`config.mk`:
```
export PLATFORM = sky130hd
export DESIGN_NAME = circuit_2_fsmd
export DESIGN_NICKNAME = d
export VERILOG_FILES = /design/src/rtl/circuit_fsmd_pkg.sv /design/src/rtl/fsmd_addsub.sv /design/src/rtl/circuit_2_fsmd.sv
export SDC_FILE = /design/constraint.sdc
export NUM_CORES = 1
export LEC_CHECK = 0
export CAP_MARGIN = 10
export CORE_MARGIN = 1.5
export CORE_UTILIZATION = 35
export DETAILED_ROUTE_END_ITERATION = 12
export PLACE_DENSITY = 0.67
export SYNTH_ARGS = -nofsm -noshare
export SYNTH_HDL_FRONTEND = slang
export SYNTH_HIERARCHICAL = 1
export SYNTH_SLANG_ARGS = --single-unit
```
`constraint.sdc`:
```
create_clock -name Clk -period 4.76 [get_ports Clk]
set_input_delay 1.428 -clock Clk [delete_from_list [all_inputs] [get_ports Clk]]
set_output_delay 1.428 -clock Clk [all_outputs]
set_load 0.03 [all_outputs]
```
`src/rtl/circuit_fsmd_pkg.sv`:
```
// Shared controller/datapath definitions for the scheduled FSMD circuits.
package circuit_fsmd_pkg;

  localparam int unsigned STATE_W = 3;

  // Controller states; encoding fixed so later FSMD circuits can share it.
  typedef enum logic [STATE_W-1:0] {
    IDLE  = 3'd0,
    S_D   = 3'd1,
    S_E   = 3'd2,
    S_F   = 3'd3,
    S_OUT = 3'd4,
    DONE  = 3'd5
  } state_e;

  // Shared add/sub unit opcodes.
  localparam logic OP_ADD = 1'b0;
  localparam logic OP_SUB = 1'b1;

endpackage

```
`src/rtl/fsmd_addsub.sv`:
```
// Shared combinational adder/subtractor; wraps modulo 2^DATAWIDTH.
module fsmd_addsub
  import circuit_fsmd_pkg::*;
#(
  parameter int unsigned DATAWIDTH = 32
) (
  input  logic [DATAWIDTH-1:0] A,
  input  logic [DATAWIDTH-1:0] B,
  input  logic                 op,
  output logic [DATAWIDTH-1:0] Y
);

  // Carry/borrow out is intentionally dropped.
  assign Y = (op == OP_SUB) ? (A - B) : (A + B);

endmodule

```
`src/rtl/circuit_2_fsmd.sv`:
```
// circuit_2 scheduled onto one add/sub unit and one comparator with a Start/Done handshake.
module circuit_2_fsmd
  import circuit_fsmd_pkg::*;
#(
  parameter int unsigned DATAWIDTH = 32
) (
  input  logic                 Clk,
  input  logic                 Rst,
  input  logic                 Start,
  input  logic [DATAWIDTH-1:0] a,
  input  logic [DATAWIDTH-1:0] b,
  input  logic [DATAWIDTH-1:0] c,
  output logic                 Busy,
  output logic                 Done,
  output logic [DATAWIDTH-1:0] x,
  output logic [DATAWIDTH-1:0] z
);

  state_e state_q, state_d;

  logic [DATAWIDTH-1:0] a_q, a_d, b_q, b_d, c_q, c_d;
  logic [DATAWIDTH-1:0] d_q, d_d, e_q, e_d, f_q, f_d;
  logic [DATAWIDTH-1:0] x_q, x_d, z_q, z_d;
  logic                 lt_q, lt_d, eq_q, eq_d;
  logic                 busy_q, busy_d, done_q, done_d;

  logic [DATAWIDTH-1:0] au_b_c, au_y_c;
  logic                 au_op_c;
  logic [DATAWIDTH-1:0] g_c, h_c;

  // Operand-select mux for the shared unit: A is always a; B/op depend on the step.
  always_comb begin
    au_b_c  = b_q;
    au_op_c = OP_ADD;
    case (state_q)
      S_E:     au_b_c  = c_q;
      S_F:     au_op_c = OP_SUB;
      default: ;
    endcase
  end

  fsmd_addsub #(.DATAWIDTH(DATAWIDTH)) u_addsub (
    .A  (a_q),
    .B  (au_b_c),
    .op (au_op_c),
    .Y  (au_y_c)
  );

  // Output-stage selects, consumed only in S_OUT.
  always_comb begin
    g_c = lt_q ? e_q : d_q;
    h_c = eq_q ? f_q : g_c;
  end

  // Next-state and datapath register updates.
  always_comb begin
    state_d = state_q;
    a_d     = a_q;
    b_d     = b_q;
    c_d     = c_q;
    d_d     = d_q;
    e_d     = e_q;
    f_d     = f_q;
    lt_d    = lt_q;
    eq_d    = eq_q;
    x_d     = x_q;
    z_d     = z_q;
    case (state_q)
      IDLE: begin
        if (Start) begin
          a_d     = a;
          b_d     = b;
          c_d     = c;
          state_d = S_D;
        end
      end
      S_D: begin
        d_d     = au_y_c;
        state_d = S_E;
      end
      S_E: begin
        e_d     = au_y_c;
        state_d = S_F;
      end
      S_F: begin
        f_d     = au_y_c;
        lt_d    = (d_q < e_q);
        eq_d    = (d_q == e_q);
        state_d = S_OUT;
      end
      S_OUT: begin
        x_d     = g_c << lt_q;
        z_d     = h_c >> eq_q;
        state_d = DONE;
      end
      DONE:    state_d = IDLE;
      default: state_d = IDLE;
    endcase
    // Handshake outputs are registered from the next state so they align with it.
    busy_d = (state_d != IDLE);
    done_d = (state_d == DONE);
  end

  // Controller state register.
  always_ff @(posedge Clk or negedge Rst) begin
    if (!Rst) state_q <= IDLE;
    else      state_q <= state_d;
  end

  // Datapath and output registers; reset aborts any operation in flight.
  always_ff @(posedge Clk or negedge Rst) begin
    if (!Rst) begin
      a_q    <= '0;
      b_q    <= '0;
      c_q    <= '0;
      d_q    <= '0;
      e_q    <= '0;
      f_q    <= '0;
      lt_q   <= 1'b0;
      eq_q   <= 1'b0;
      x_q    <= '0;
      z_q    <= '0;
      busy_q <= 1'b0;
      done_q <= 1'b0;
    end else begin
      a_q    <= a_d;
      b_q    <= b_d;
      c_q    <= c_d;
      d_q    <= d_d;
      e_q    <= e_d;
      f_q    <= f_d;
      lt_q   <= lt_d;
      eq_q   <= eq_d;
      x_q    <= x_d;
      z_q    <= z_d;
      busy_q <= busy_d;
      done_q <= done_d;
    end
  end

  assign Busy = busy_q;
  assign Done = done_q;
  assign x    = x_q;
  assign z    = z_q;

endmodule

```
==> results of run 1 <==
## placed cells by master, fill, tap and decap left out, types with 6 or more instances in the layout
master / count
a21o_1: 12
a21oi_1: 157
buf_4: 43
clkbuf_1: 7
clkbuf_16: 30
clkdlybuf4s50_1: 163
clkinv_2: 6
dfrtp_1: 261
ha_1: 62
inv_1: 43
mux2_1: 29
mux2_2: 124
mux2_4: 7
nand2_1: 228
nand3_1: 8
nand4_1: 9
nor2_1: 71
nor2b_1: 33
nor3_1: 13
o21ai_0: 114
xnor2_1: 46
xor2_1: 12
## routing by layer
layer	track usage	routed length [µm]	up-vias
met5	0	0	-
met4	0.0331	614	0
met3	0.0235	1780	53
met2	0.276	15900	255
met1	0.243	16500	5118
li1	-	-	5195
## stage by stage
step | cell area [µm²] | setup WS [ns] | hold WS (ns)
3_3_place_gp | 16200 | 0.0642 | 0.457
2_1_floorplan | 13900 | 0.0754 | 0.446
6_report | 17400 | 0.0877 | 0.474
3_5_place_dp | 16200 | 0.0437 | 0.463
5_1_grt | 17400 | -0.101 | 0.496
4_1_cts | 17100 | 0.00901 | 0.479
## worst max-delay path, stage by stage, from the launching register on
cell,delay [ns]
dfrtp_1,0.41
nor3b_4,0.25
buf_12,0.17
mux2_4,0.32
or4_4,0.57
nor4_4,0.38
a31oi_2,0.16
nor2_1,0.15
xor2_1,0.18
ha_1,0.27
a21o_1,0.18
a21o_1,0.20
or4_1,0.47
o211a_1,0.15
a21oi_2,0.17
o21ai_2,0.08
xnor2_2,0.16
mux2_4,0.27
## repair_timing
item,CTS,global route
resized for setup,0,43
endpoints found under the setup margin,0,18
setup buffers,0,12
## registers in the layout (all words and copies together), names as in the netlist
| signal | count |
|---|---|
| a_q | 32 |
| b_q | 32 |
| c_q | 32 |
| d_q | 32 |
| e_q | 32 |
| x | 32 |
| z | 32 |
| f_q | 31 |
| state_q | 3 |
| Busy | 1 |
| Done | 1 |
| eq_q | 1 |
| lt_q | 1 |
## cells by family after synthesis
kind of cell,synth area share
muxes,0.131
and+or+nand+nor,0.132
adders and majority gates,0.0591
xor gates and xnor gates,0.0385
AOI/OAI and AO/OA,0.133
DFF,0.472
buffers and inverters,0.0338
## worst max-delay path by stage
| stage | from | to | slack (ns) | cells past startpoint |
|---|---|---|---|---|
| 4_1_cts | state_q[0] | d_q[31] | 0.009 | 18 |
| 3_3_place_gp | state_q[0] | d_q[31] | 0.06 | 18 |
| 2_1_floorplan | state_q[2] | d_q[31] | 0.08 | 18 |
| 6_report | state_q[0] | d_q[31] | 0.09 | 17 |
| 5_1_grt | state_q[2] | d_q[31] | -0.10 | 21 |
| 3_5_place_dp | state_q[0] | d_q[31] | 0.04 | 19 |
## cell type report
class | instances | area [µm²] | area share
well taps | 518 | 648 | 0.0373
clock inverters | 10 | 71.3 | 0.00411
inverters | 43 | 161 | 0.00930
flip-flops and latches | 262 | 6560 | 0.378
clock buffers | 40 | 818 | 0.0471
repair buffers | 212 | 2060 | 0.119
multi-input cells | 1028 | 7050 | 0.406
==> impl_metrics.ini, run 1 <==
[job]
maxCapViolCount = 0

[grt]
antenna_found_initial = 0
grt_start_max_net_pins = 131
grt_pass1_wl_um = 56800
grt_overflow_total = 0
gr-usage-all-layers = 0.170
grt_pass1_vias = 10828

[placed_design]
io_buffer_count = 164
routabilityCongestion = 0.877
dpl.hpwl_um = 25700
dpl.cell_count = 2051

[logic_synthesis]
syn-num-nets = 1565
ys_ff_latch = 262
synth.distinct_cells = 61
netlist_top_cells_count = dfrtp_1 (262), nand2_1 (230), a21oi_1 (159), mux2_2 (131), o21ai_0 (121)
syn_inst = 1401
synth_top_cell_by_area = dfrtp_1
ys_seq_area_frac = 0.472
synth_area_mm2 = 0.0139
netlist_top_cells_area = dfrtp_1 (47%), mux2_2 (11%), nand2_1 (6.2%)
synth-main-ff-cell = dfrtp_1
async_reset_ff_frac = 1.00
post_synth.cell_area_avg_um2 = 9.91
ys_warn_count = 6
synth_edf_count = 0
synth_top_area_share = 0.472
synth_most_common_cell = dfrtp_1

[hold_path]
worstHoldEndpoint = f_q[5]
whs_path_depth = 2
min_from = f_q[5]
min_path_type = flop to flop

[clock_network]
clock-sinks = 262
path_clk_slew_ns = 0.06
cts_made_buffers = 30
ctsHoldBuffers = 0
cts_buffer_depth = 3
clk-insertion-delay-late_ns = 0.56
cts_root_buf = clkbuf_16
cts_max_level = 1
cts_tree = yes

[timing]
hold_viol_final = 0
setup-violations-final = 0
drv_slew = 0
tns_ns = 0
rsz0062_at_grt = yes
period_share = 0.982
fin_crit_ns = 4.67
fmax_mhz = 214
finClkSkew_ns = 0.0157
max_slew.worst_pin.slew_ns = 1.16
relSlewSlack = 0.229

[setup_path]
r2r_start = state_q[0]
regToRegSetupSlack_ns = 0.09
rr_worst_depth = 17
r2r_end = d_q[31]
crit_type = flop to flop
required_ns = 5.20
path_max_fanout = 8
worst_setup_path_end_kind = flop
cp.arrival_ns = 5.11
startpoint_type = flop

[layout]
fillers = 3722
fin_cells = 2113
fin_util = 0.446
area_growth_pct = 25.0
diodes = 0
drive_above_1_share = 0.167
final_net_count = 1741

[floorplan]
die_y_um = 202
die_w_um = 202
die-area_mm2 = 0.0409
start_util = 0.357
fp.coreArea_mm2 = 0.0389
rows = 72
pin_count = 165

[routing]
drt-initial-drc-count = 628
vias_per_cell = 5.03
drt_wl_total_um = 34900
vias = 10621
drc_errors = 0
avgRoutedWirePerCell_um = 16.5
firstDrtPassIters = 5
final_antenna_net_count = 0

[status]
status = complete, no violations
Power of run 1 is not shown: default switching activity piles up to over one toggle a cycle in this logic, so the estimate is an artifact.
==> inputs of run 2 (changes only) <==
--- a/config.mk
+++ b/config.mk
@@ -6,10 +6,9 @@
 export NUM_CORES = 1
 export LEC_CHECK = 0
 export CAP_MARGIN = 10
-export CORE_MARGIN = 1.5
 export CORE_UTILIZATION = 35
 export DETAILED_ROUTE_END_ITERATION = 12
-export PLACE_DENSITY = 0.67
+export PLACE_DENSITY = 0.65
 export SYNTH_ARGS = -nofsm -noshare
 export SYNTH_HDL_FRONTEND = slang
 export SYNTH_HIERARCHICAL = 1
==> constraint.sdc (replaced) <==
create_clock -name Clk -period 4.57 [get_ports Clk]
set_input_delay 1.371 -clock Clk [delete_from_list [all_inputs] [get_ports Clk]]
set_output_delay 1.371 -clock Clk [all_outputs]
set_load 0.03 [all_outputs]
==> run 2 against run 1 <==
- the run now ends with setup timing left
- utilization rose by 0.97 points
- clock-buffer cell count rose by 3
- worst hold slack worse by 0.00069 ns
- sequential share of layout area decreased by 0.80 points
- wire length about the same
- first-iteration DRC count decreased by 5.7%
- critical path depth unchanged
- non-clock buffer count increased by 28
- setup slack got worse by 0.22 ns
- via count increased by 0.50%
- cell count up 1.5%
- die area fell by 0.99%
- highest routed layer unchanged
==> impl_metrics.ini, run 2 (synthesized netlist as in run 1, its figures left out) <==
[floorplan]
fp.coreArea_mm2 = 0.0389
die-area_mm2 = 0.0405
pin_count = 165
start_util = 0.357
die_w_um = 201
die_y_um = 201
rows = 72

[layout]
final_common_cell = dfrtp_1
final_net_count = 1768
drive_above_1_share = 0.195
finish.instance_area_mm2 = 0.0177
area_growth_pct = 27.7
final_cell_mix = dfrtp_1 (261), nand2_1 (227), clkdlybuf4s50_1 (163)
fin_util = 0.456
diodes = 0

[clock_network]
cts_max_level = 1
path_clk_slew_ns = 0.06
cts_made_buffers = 29
cts_root_buf = clkbuf_16
cts_tree = yes
cts_buffer_depth = 3
clk-insertion-delay-late_ns = 0.55
clock-sinks = 262

[timing]
hold_viol_final = 0
rsz0062_at_grt = yes
fmax_mhz = 213
drv_slew = 0
period_share = 1.03
finClkSkew_ns = 0.00864
setup_ws_ns = -0.131
fin_crit_ns = 4.70
max_slew.worst_pin.slew_ns = 1.17
tns_ns = -0.506
setup-violations-final = 9
relSlewSlack = 0.218

[setup_path]
path_max_fanout = 8
worst_setup_path_end_kind = flop
cp_cell_sequence = nor3b_4 -> buf_12 -> mux2_4 -> or4_4 -> nor4_4 -> a31oi_2 -> nor2_1 -> xor2_1 -> ha_1 -> a21o_1 -> a21o_1 -> or4_1 -> o211a_1 -> a21oi_2 -> o21ai_1 -> xnor2_1 -> mux2_4
startpoint_type = flop
regToRegSetupSlack_ns = -0.13
crit_type = flop to flop
cpPeakStageDelay_ns = 0.57
critical-path-slowest-cell = or4_4
cp.arrival_ns = 5.13
required_ns = 5.00

[placed_design]
routabilityCongestion = 0.927
io_buffer_count = 164
post_dp_cell_area_mm2 = 0.0165
dpl.hpwl_um = 25200
pre_cts_slack_ns = -0.0414

[status]
violations = setup timing
status = finished, violations left

[grt]
grt_pass1_vias = 10786
grt_overflow_total = 0
gr-usage-all-layers = 0.171
antenna_found_initial = 0
grt_pass1_wl_um = 57000
grt_start_max_net_pins = 131

[routing]
drt-initial-drc-count = 592
drc_errors = 0
firstDrtPassIters = 5
final_antenna_net_count = 0
vias_per_cell = 4.98
vias = 10674
avgRoutedWirePerCell_um = 16.3
drt_wl_total_um = 34900

[job]
maxCapViolCount = 0

[hold_path]
min_path_type = flop to flop
-- run 2: changes by cell type in the layout (fill, tap and decap cells not counted), moves of 4 or more --
cell     before  now
a21oi_1     157  152
buf_4        43   70
xnor2_1      46   42
o21ai_2       5    9
a21oi_2       3    7
o21ai_0     114  107
-- run 2: stage by stage --
stage / instances / hold slack [ns]
final: 2144 / 0.473
after CTS: 2135 / 0.478
after floorplan: 1401 / 0.446
after global placement: 2081 / 0.458
after detailed placement: 2081 / 0.464
after global routing: 2144 / 0.490
-- run 2: layer usage --
metal | share of wire | track usage | wire, µm
met1 | 0.48 | 0.244 | 16700
met2 | 0.45 | 0.273 | 15700
met3 | 0.049 | 0.0249 | 1710
met4 | 0.019 | 0.0422 | 665
met5 | 0 | 0 | 0
-- run 2: worst max-delay path: cells and delay by family (launching register included) --
kind	cells	cell delay [ns]
AOI/OAI and AO/OA	6	0.94
DFF	1	0.41
muxes	2	0.59
buffers and inverters	1	0.17
xor gates and xnor gates	2	0.35
adders and majority gates	1	0.26
and+or+nand+nor	5	1.85
-- run 2: path summary, 6_finish.rpt --
check	startpoint	end	cells after the start
min reg2reg	f_q[19]	f_q[19]	2
max reg2reg	state_q[0]	d_q[31]	17
min in group asynchronous	Rst	c_q[0]	1
max	state_q[0]	d_q[31]	17
max in group asynchronous	Rst	b_q[30]	2
min	f_q[19]	f_q[19]	2
-- run 2: what timing repair did --
action,in CTS,in global routing
resized for setup,1,65
endpoints found under the setup margin,1,38
pin swaps,1,33
hold buffers,0,0
buffers inserted,1,9
-- run 2: area by class of cell --
| cell class | count | area, µm² |
|---|---|---|
| Clock buffer | 43 | 838 |
| Clock inverter | 10 | 106 |
| Fill cell | 3675 | 21200 |
| Inverter | 43 | 161 |
| Multi-Input combinational cell | 1028 | 7140 |
| Sequential cell | 262 | 6560 |
| Tap cell | 518 | 648 |
| Timing Repair Buffer | 240 | 2290 |
Power of run 2 is left out for the same reason.
==> inputs of run 3 (changes only) <==
==> constraint.sdc (replaced) <==
create_clock -name Clk -period 4.57 [get_ports Clk]
set_input_delay 1.371 -clock Clk [delete_from_list [all_inputs] [get_ports Clk]]
set_output_delay 1.371 -clock Clk [all_outputs]
set_load 0.005 [all_outputs]
==> results of run 3 <==
No change in the layout: final DEF, timing and power equal those of run 2.
Power of run 3 is left out for the same reason.
==> patch, RTL diff (config.mk and constraints of run 1) <==
`DATAWIDTH` is set to 32 in 2 places; all go to 16.
--- a/src/rtl/fsmd_addsub.sv
+++ b/src/rtl/fsmd_addsub.sv
@@ -2,7 +2,7 @@
 module fsmd_addsub
   import circuit_fsmd_pkg::*;
 #(
-  parameter int unsigned DATAWIDTH = 32
+  parameter int unsigned DATAWIDTH = 16
 ) (
   input  logic [DATAWIDTH-1:0] A,
   input  logic [DATAWIDTH-1:0] B,
--- a/src/rtl/circuit_2_fsmd.sv
+++ b/src/rtl/circuit_2_fsmd.sv
@@ -2,7 +2,7 @@
 module circuit_2_fsmd
   import circuit_fsmd_pkg::*;
 #(
-  parameter int unsigned DATAWIDTH = 32
+  parameter int unsigned DATAWIDTH = 16
 ) (
   input  logic                 Clk,
   input  logic                 Rst,
Interface: changed (5 resized); port bits go from 165 to 85. No check against the original RTL was run, so the function may have changed too.
==> patch against run 1 <==
Die area fell by 49%; utilization barely moved; wire length fell by 57%; clock skew fell by 0.0078 ns; first-iteration DRC count fell by 64%; final cell count fell by 51%; worst setup slack improved by 0.35 ns; final area fell by 50%; area after synthesis fell by 49%; fmax rose by 8.0%; sequential cell count fell by 128.
Power is left out: the tool's default activity adds up to more than one toggle a clock period on the data nets, which glitch-free logic cannot reach.
==> patch: results (changes against run 1) <==
multi_input_area_share_pct: 39.4  # -1.2 points
status: "finished, final reports clean"
layout-drive-gt1-share_pct: 16.0  # -0.70 points
clock_buffers: 18  # -55%
cp-startpoint: "state_q[1]"
post-dp-hpwl_mm: 10.5  # -59%
seqCellArea_um2: 3350  # -49%
finalClockSkew_ns: 0.00788  # -0.00784 ns
ys_seq_area_share_pct: 47.7  # +0.45 points
hold_path_end: "x[3]"
clk_path_buf_depth: 2  # -1
dp.cells: 1000  # -51%
synth.area.mux_share_pct: 16.9  # +3.8 points
synth_adder_area_share_pct: 5.97  # +0.066 points
synth.area.top_cells: "dfrtp_1, mux2_2, ha_1, nand2_1, mux2i_1"
ff2ff_path_depth: 13  # -4
placed_cell_area_um2: 8150  # -50%
drt_iter0_drc: 228  # -64%
worstPathArrival_ns: 4.64  # -0.47 ns
fin_cells: 1032  # -51%
htree_levels: 4  # +3
buf_share_pct: 10.4  # -1.4 points
timing.reg2reg.setup_slack_ns: 0.44  # +0.35 ns
cp-endpoint: "d_q[15]"
multi_input_cells: 480  # -53%
cts_inserted_buffers: 17  # -43%
fillers: 1861  # -50%
min_period_ns: 4.32  # -0.348 ns
synth_top_family_by_area: "multiplexers"
clk_latency_ns: 0.43  # -0.13 ns
synth.distinct_cells: 55  # -9.8%
timing.hold.ws_ns: 0.472  # -0.00186 ns
clock_area_share_pct: 6.75  # +1.6 points
viasPerCell: 4.82  # -4.1%
synth_compound_area_share_pct: 10.8  # -2.5 points
clk_pin_slew_worst_paths_ns: 0.06  # about the same
cp_max_fo: 17  # +9
num-nonclk-inverters: 29  # -33%
place.gp.congestion: 0.795  # -9.3%
io_buffers: 84  # -49%
track_usage_pct: 15.7  # -1.3 points
route.detailed.wl_per_inst_um: 14.5  # -12%
grt_max_degree: 82  # -37%
seq_cells: 134  # -49%
synth_area_um2: 7040  # -49%
grt_pass1_wl_mm: 25.1  # -56%
dp_slack_ns: 0.474  # +0.430 ns
avgSynthCellArea_um2: 10.4  # +5.3%
n_all_buffers: 92  # -57%
syn_nets: 758  # -52%
nets: 838  # -52%
synthXorXnorAreaFrac_pct: 3.11  # -0.73 points
synth.top_cells.by_count: "dfrtp_1, nand2_1, mux2_2"
area_growth_pct: 24.1
==> patch: cell count changes after synthesis, sizes merged, moves of 26 or more <==
cell   delta
a21oi   -111
dfrtp   -128
ha       -32
mux2     -79
mux2i    +26
nand2   -124
nor2     -43
nor2b    -29
o21ai    -69
xnor2    -30
==> patch: worst max-delay path, delay by kind of cell, from the launching register on <==
| kind | cells | cell delay [ns] |
|---|---|---|
| flops | 1 | 0.49 |
| xor+xnor | 2 | 0.34 |
| fa+ha+maj | 1 | 0.34 |
| mux | 2 | 0.69 |
| buf+inv | 1 | 0.28 |
| simple gates | 2 | 0.82 |
| compound gates | 5 | 1.25 |
==> patch: routing by layer <==
metal	part of all wire [%]	wire length (um)	global-route usage [%]	vias to the layer above
met5	0	0	0	-
met4	1.6	238	5.53	0
met3	4.0	597	3.78	14
met2	42	6290	22.7	107
met1	52	7810	22.6	2336
li1	-	-	-	2517
